`src/rtl/layer_input_sequencer_if.sv`:
```
// Handshake bundle between the network controller, the layer sequencer and the
// layer's MAC/ack-counter pair.
interface layer_input_sequencer_if #(
    parameter int N_INPUTS  = 3,
    parameter int N_NEURONS = 4,
    parameter int DATA_W    = 8
);
    localparam int IDX_W = (N_INPUTS  > 1) ? $clog2(N_INPUTS)  : 1;
    localparam int NRN_W = (N_NEURONS > 1) ? $clog2(N_NEURONS) : 1;

    logic                         start;
    logic                         stall;
    logic [N_INPUTS*DATA_W-1:0]   in_vec;
    logic                         ack__mac;
    logic [DATA_W-1:0]            mac_x;
    logic [IDX_W-1:0]             mac_idx;
    logic                         ack;
    logic                         cnt_rst;
    logic [NRN_W-1:0]             neuron_idx;
    logic                         busy;
    logic                         done;
    logic                         err;

    // Controller / environment side.
    modport master (
        output start, stall, in_vec, ack__mac,
        input  mac_x, mac_idx, ack, cnt_rst, neuron_idx, busy, done, err
    );

    // Sequencer side.
    modport slave (
        input  start, stall, in_vec, ack__mac,
        output mac_x, mac_idx, ack, cnt_rst, neuron_idx, busy, done, err
    );
endinterface

```
`src/rtl/layer_input_sequencer.sv`:
```
// Walks every neuron of a layer: clears the ack counter, streams the input
// vector word by word, then waits for the counter's completion flag.
module layer_input_sequencer #(
    parameter int N_INPUTS  = 3,
    parameter int N_NEURONS = 4,
    parameter int DATA_W    = 8,
    parameter int TIMEOUT   = 15
) (
    input logic                    clk,
    input logic                    rst,
    layer_input_sequencer_if.slave bus
);
    localparam int IDX_W = (N_INPUTS  > 1) ? $clog2(N_INPUTS)  : 1;
    localparam int NRN_W = (N_NEURONS > 1) ? $clog2(N_NEURONS) : 1;
    localparam int TMO_W = $clog2(TIMEOUT + 1);

    localparam logic [IDX_W-1:0] LAST_IDX  = IDX_W'(N_INPUTS - 1);
    localparam logic [NRN_W-1:0] LAST_NRN  = NRN_W'(N_NEURONS - 1);
    localparam logic [TMO_W-1:0] TMO_LIMIT = TMO_W'(TIMEOUT);

    typedef enum logic [2:0] {
        S_IDLE,
        S_CLEAR,
        S_FEED,
        S_WAIT,
        S_NEXT,
        S_DONE
    } state_t;

    state_t             state_q, state_d;
    logic [IDX_W-1:0]   mac_idx_q, mac_idx_d;
    logic [NRN_W-1:0]   neuron_idx_q, neuron_idx_d;
    logic [TMO_W-1:0]   tmo_q, tmo_d;
    logic               err_q, err_d;
    logic [DATA_W-1:0]  mac_x_q, mac_x_d;
    logic               cnt_rst_q, busy_q, done_q;

    logic [DATA_W-1:0]  words [N_INPUTS];
    logic [DATA_W-1:0]  word_sel;

    generate
        for (genvar gi = 0; gi < N_INPUTS; gi++) begin : g_words
            assign words[gi] = bus.in_vec[gi*DATA_W +: DATA_W];
        end
    endgenerate

    always_comb begin
        word_sel = '0;
        for (int i = 0; i < N_INPUTS; i++) begin
            if (mac_idx_d == IDX_W'(i)) begin
                word_sel = words[i];
            end
        end
    end

    always_comb begin
        state_d      = state_q;
        mac_idx_d    = mac_idx_q;
        neuron_idx_d = neuron_idx_q;
        tmo_d        = tmo_q;
        err_d        = err_q;
        mac_x_d      = mac_x_q;

        case (state_q)
            S_IDLE: begin
                if (bus.start) begin
                    state_d      = S_CLEAR;
                    neuron_idx_d = '0;
                    err_d        = 1'b0;
                end
            end
            S_CLEAR: begin
                state_d   = S_FEED;
                mac_idx_d = '0;
            end
            S_FEED: begin
                if (!bus.stall) begin
                    if (mac_idx_q == LAST_IDX) begin
                        state_d = S_WAIT;
                        tmo_d   = '0;
                    end else begin
                        mac_idx_d = mac_idx_q + IDX_W'(1);
                    end
                end
            end
            S_WAIT: begin
                if (bus.ack__mac) begin
                    state_d = S_NEXT;
                end else begin
                    tmo_d = tmo_q + TMO_W'(1);
                    if (tmo_d == TMO_LIMIT) begin
                        err_d   = 1'b1;
                        state_d = S_DONE;
                    end
                end
            end
            S_NEXT: begin
                if (neuron_idx_q == LAST_NRN) begin
                    state_d = S_DONE;
                end else begin
                    neuron_idx_d = neuron_idx_q + NRN_W'(1);
                    state_d      = S_CLEAR;
                end
            end
            S_DONE: begin
                state_d = S_IDLE;
            end
            default: begin
                state_d = S_IDLE;
            end
        endcase

        // mac_x tracks the word the MAC will see in the coming FEED cycle.
        if (state_d == S_FEED) begin
            mac_x_d = word_sel;
        end
    end

    always_ff @(negedge clk or posedge rst) begin
        if (rst) begin
            state_q      <= S_IDLE;
            mac_idx_q    <= '0;
            neuron_idx_q <= '0;
            tmo_q        <= '0;
            err_q        <= 1'b0;
            mac_x_q      <= '0;
            cnt_rst_q    <= 1'b0;
            busy_q       <= 1'b0;
            done_q       <= 1'b0;
        end else begin
            state_q      <= state_d;
            mac_idx_q    <= mac_idx_d;
            neuron_idx_q <= neuron_idx_d;
            tmo_q        <= tmo_d;
            err_q        <= err_d;
            mac_x_q      <= mac_x_d;
            cnt_rst_q    <= (state_d == S_CLEAR);
            busy_q       <= (state_d != S_IDLE);
            done_q       <= (state_d == S_DONE);
        end
    end

    // The strobe gates the registered FEED state with the live stall so each
    // pulse coincides with exactly the edge that advances mac_idx.
    assign bus.ack        = (state_q == S_FEED) && !bus.stall;
    assign bus.mac_x      = mac_x_q;
    assign bus.mac_idx    = mac_idx_q;
    assign bus.cnt_rst    = cnt_rst_q;
    assign bus.neuron_idx = neuron_idx_q;
    assign bus.busy       = busy_q;
    assign bus.done       = done_q;
    assign bus.err        = err_q;
endmodule

```
`src/flat_wrapper.sv`:
```
// flat-port wrapper written by rule: the top's interface ports become plain ports
module layer_input_sequencer_flat 
#(
    parameter int N_INPUTS  = 3,
    parameter int N_NEURONS = 4,
    parameter int DATA_W    = 8,
    parameter int TIMEOUT   = 15
)
  (clk, rst, bus_start, bus_stall, bus_in_vec, bus_ack__mac, bus_mac_x, bus_mac_idx, bus_ack, bus_cnt_rst, bus_neuron_idx, bus_busy, bus_done, bus_err);
  layer_input_sequencer_if #(.N_INPUTS(N_INPUTS), .N_NEURONS(N_NEURONS), .DATA_W(DATA_W)) bus_i ();
  input logic clk;
  input logic rst;
  input wire logic [$bits(bus_i.start)-1:0] bus_start;
  input wire logic [$bits(bus_i.stall)-1:0] bus_stall;
  input wire logic [$bits(bus_i.in_vec)-1:0] bus_in_vec;
  input wire logic [$bits(bus_i.ack__mac)-1:0] bus_ack__mac;
  output wire logic [$bits(bus_i.mac_x)-1:0] bus_mac_x;
  output wire logic [$bits(bus_i.mac_idx)-1:0] bus_mac_idx;
  output wire logic [$bits(bus_i.ack)-1:0] bus_ack;
  output wire logic [$bits(bus_i.cnt_rst)-1:0] bus_cnt_rst;
  output wire logic [$bits(bus_i.neuron_idx)-1:0] bus_neuron_idx;
  output wire logic [$bits(bus_i.busy)-1:0] bus_busy;
  output wire logic [$bits(bus_i.done)-1:0] bus_done;
  output wire logic [$bits(bus_i.err)-1:0] bus_err;
  assign bus_i.start = bus_start;
  assign bus_i.stall = bus_stall;
  assign bus_i.in_vec = bus_in_vec;
  assign bus_i.ack__mac = bus_ack__mac;
  assign bus_mac_x = bus_i.mac_x;
  assign bus_mac_idx = bus_i.mac_idx;
  assign bus_ack = bus_i.ack;
  assign bus_cnt_rst = bus_i.cnt_rst;
  assign bus_neuron_idx = bus_i.neuron_idx;
  assign bus_busy = bus_i.busy;
  assign bus_done = bus_i.done;
  assign bus_err = bus_i.err;
  layer_input_sequencer #(.N_INPUTS(N_INPUTS), .N_NEURONS(N_NEURONS), .DATA_W(DATA_W), .TIMEOUT(TIMEOUT)) u_core (.clk(clk), .rst(rst), .bus(bus_i));
endmodule
```
`config.mk`:
```
export PLATFORM = sky130hd
export DESIGN_NAME = layer_input_sequencer_flat
export DESIGN_NICKNAME = d
export VERILOG_FILES = /design/src/rtl/layer_input_sequencer_if.sv /design/src/rtl/layer_input_sequencer.sv /design/src/flat_wrapper.sv
export SDC_FILE = /design/constraint.sdc
export NUM_CORES = 1
export LEC_CHECK = 0
export ABC_AREA = 1
export CAP_MARGIN = 10
export CORE_MARGIN = 5
export CORE_UTILIZATION = 41
export DETAILED_ROUTE_END_ITERATION = 8
export MAX_ROUTING_LAYER = met4
export PLACE_DENSITY = 0.86
export SLEW_MARGIN = 20
export SYNTH_ARGS = -nofsm -noshare
export SYNTH_HDL_FRONTEND = slang
export SYNTH_SLANG_ARGS = --single-unit
```
`constraint.sdc`:
```
create_clock -name clk -period 1.5 [get_ports clk]
set_input_delay 0.45 -clock clk [delete_from_list [all_inputs] [get_ports clk]]
set_output_delay 0.45 -clock clk [all_outputs]
set_load 0.01 [all_outputs]
```
==> results.json <==
{
  "status": "complete, but fails checks",
  "violations": "setup timing",
  "drive_above_1_share_pct": 52.5,
  "p_comb_share_pct": 72.9,
  "seqCellArea_um2": 576,
  "clock-sinks": 23,
  "peakVddDrop_mv": 0.929,
  "dpl.hpwl_um": 3080,
  "clkSlewWorstSetupHoldPaths_ps": 90,
  "ys_seq_area_share_pct": 42.3,
  "maxUsedRoutingLayer": "met4",
  "rsz0062_at_grt": "yes",
  "syn_avg_cell_area_um2": 7.48,
  "slew_violations": 0,
  "dieArea_um2": 4570,
  "grt_pass1_wl_um": 6980,
  "drtAntennaViolNets": 0,
  "wire_per_inst_um": 14.1,
  "critical_path_buf_inv_count": 2,
  "r2r_cells": 12,
  "slew_headroom_pct": 83.9,
  "wl_met1_um": 1720,
  "endpoint_kind": "output port",
  "grt.total_usage_pct": 21.0,
  "die_height_um": 67.6,
  "syn-num-nets": 216,
  "drc": 0,
  "cts_inserted_buffers": 3,
  "fillers": 192,
  "viasPerCell": 4.96,
  "overflow": 0,
  "grt_pass1_vias": 1643,
  "multi_input_area_um2": 916,
  "finalClockSkew_ps": 8.33,
  "netlist_area_um2": 1360,
  "intPower_mw": 2.70,
  "port_buffers": 45,
  "die_x_um": 67.6,
  "cts.htree.levels": 1,
  "fin_setup_tns_ps": -14800,
  "cp_max_fo": 2,
  "p_clk_share_pct": 6.2,
  "wl_met3_um": 244,
  "num_rows": 21,
  "reg2reg_slack_ps": -420,
  "setup_ws_ps": -879,
  "crit_end": "bus_ack",
  "cp-start-kind": "register",
  "crit_chain": "nand3_2, nor2_4, buf_6, buf_6",
  "p_leak_nw": 1.31,
  "routed_wl_um": 4640,
  "crit_path_max_incr_delay_ps": 440,
  "cp_common_cell": "buf_6",
  "crit_family": "flip-flops",
  "met2_length_um": 2550,
  "hold_buffers": 0,
  "r2r_end": "u_core.bus.mac_x[6]",
  "synth_cell_types": 24,
  "core_area_um2": 3280,
  "gp_congestion": 1.00,
  "hold_violations": 0,
  "grt_max_degree": 15,
  "power_density_nw_per_um2": 1890,
  "vias": 1637,
  "start_util_pct": 41.4,
  "area_growth_pct": 92.6,
  "postLayoutCoreUtil_pct": 79.8,
  "startpoint": "u_core.state_q[1]",
  "switching_power_mw": 2.24,
  "hold_path_class": "reg2reg",
  "yosys_warnings": 0,
  "drt_first_pass_iters": 4,
  "clockBufferDepth": 2,
  "netlist_instances": 182,
  "power_mw": 4.94,
  "r2r_start": "u_core.bus.mac_idx[1]",
  "ioPinCount": 46,
  "antennaDiodeCount": 0,
  "cap_violations": 0,
  "synth_seq_cells": 23,
  "crit_type": "reg2out",
  "finalSetupViolations": 38,
  "clock_latency_ps": 320,
  "first_iter_violations": 61,
  "tritoncts": "yes",
  "cp_num_cells": 4,
  "cts-root-buf": "clkbuf_4",
  "p_seq_share_pct": 20.9,
  "tightest_slew_ps": 241,
  "swShare_pct": 45.4,
  "finalNetCount": 319,
  "critPathSlowestCell": "dfrtn_1",
  "cp.arrival_ps": 1930,
  "antenna_found_initial": 0,
  "crit_required_ps": 1050
}
==> through the flow <==
stage / hold WS, ps / instance area [µm²] / instances / setup slack (ps)
2_1_floorplan: 466 / 1470 / 182 / -557
5_1_grt: 496 / 2620 / 330 / -921
6_report: 461 / 2620 / 330 / -879
3_3_place_gp: 416 / 2310 / 313 / -1180
3_5_place_dp: 422 / 2310 / 313 / -1200
4_1_cts: 429 / 2490 / 326 / -918
==> cell families (layout without fill, tap and decap cells) <==
family	Yosys count	count (layout)	share of synthesized area, %
AO/OA/AOI/OAI	17	17	7.81
adder cells (fa/ha/maj)	5	5	4.60
buffers and inverters	29	131	8.73
flip-flops	23	23	42.3
AND/OR/NAND/NOR	108	108	36.6
==> worst min-delay path by stage <==
stage / from / depth (start not counted) / end
global route: u_core.bus.mac_x[4] / 2 / u_core.bus.mac_x[4]
global placement: u_core.bus.mac_x[7] / 2 / u_core.bus.mac_x[7]
detailed placement: u_core.bus.mac_x[7] / 2 / u_core.bus.mac_x[7]
CTS: u_core.bus.mac_x[4] / 2 / u_core.bus.mac_x[4]
floorplan: u_core.bus.mac_x[0] / 2 / u_core.bus.mac_x[0]
finish: u_core.bus.mac_x[1] / 2 / u_core.bus.mac_x[1]
==> cell usage in the layout (no fill, tap or decap), types with 12 or more instances in the layout <==
cell type / instances
clkdlybuf4s50_1: 25
nand2_2: 14
nand3_1: 12
dfrtn_1: 23
buf_6: 18
buf_4: 39
nand2_1: 44
inv_1: 17
buf_2: 12
nand3_2: 14
==> sequential cells by signal (all words and copies together), names as in the netlist <==
name,count
u_core.bus.cnt_rst,1
u_core.bus.done,1
u_core.state_q,3
u_core.bus.mac_x,8
u_core.bus.neuron_idx,2
u_core.bus.busy,1
u_core.bus.mac_idx,2
u_core.tmo_q,4
u_core.bus.err,1
==> what timing repair did <==
item	4_1_cts	5_1_grt
pin swaps	28	36
cloned	1	0
gates resized for setup	131	33
setup endpoints to repair	40	40
buffers inserted	10	8
==> power groups by stage <==
stage	logic, mW	registers [mW]	clock network, mW
6_report	3.60	1.03	0.307
5_1_grt	3.89	1.06	0.329
4_1_cts	3.21	1.02	0.307
3_5_place_dp	2.81	1.04	0
3_3_place_gp	2.72	1.03	0
2_1_floorplan	1.40	1.14	0
==> worst register-to-register path: stages, from the launching register on <==
cell and delay, ps:
dfrtn_1 440, buf_4 150, inv_1 50, ha_1 260, inv_1 60, o21ai_4 120
nand2_2 80, nand2_4 130, clkinvlp_4 170, nand3_2 110, nand3_2 70, nand2_2 80
nand2_1 50
==> Yosys cell counts <==
cell	instances	share of area (%)
a21oi_1	1	0.37
a21oi_4	1	1.2
buf_4	2	1.1
dfrtn_1	23	42
ha_1	5	4.6
inv_1	22	6.1
inv_2	4	1.1
inv_4	1	0.46
nand2_1	60	17
nand2_2	4	1.8
nand2_4	1	0.83
nand3_1	25	9.2
nand3_2	1	0.74
nand3_4	1	1.3
nand4_1	2	0.92
nor2_1	9	2.5
nor2_2	3	1.4
nor2_4	1	0.83
nor3b_1	1	0.55
o21ai_0	5	1.8
o21ai_1	6	2.2
o21ai_2	1	0.64
o22ai_1	1	0.46
o31ai_1	2	1.1
==> cell type report <==
class | instances | area share [%]
Clock buffer | 3 | 0.859
Sequential cell | 23 | 22.0
Clock inverter | 1 | 0.191
Inverter | 27 | 5.20
Timing Repair inverter | 1 | 0.286
Tap cell | 46 | 2.20
Timing Repair Buffer | 99 | 34.4
Multi-Input combinational cell | 130 | 34.9
==> per-layer routing <==
metal  vias to the layer above  GRT usage, %
met1                       781          19.8
li1                        781             -
met2                        61          41.3
met4                         0          7.59
met3                        14          3.66
met5                         -             -
Power figures use the tool's default switching activity.
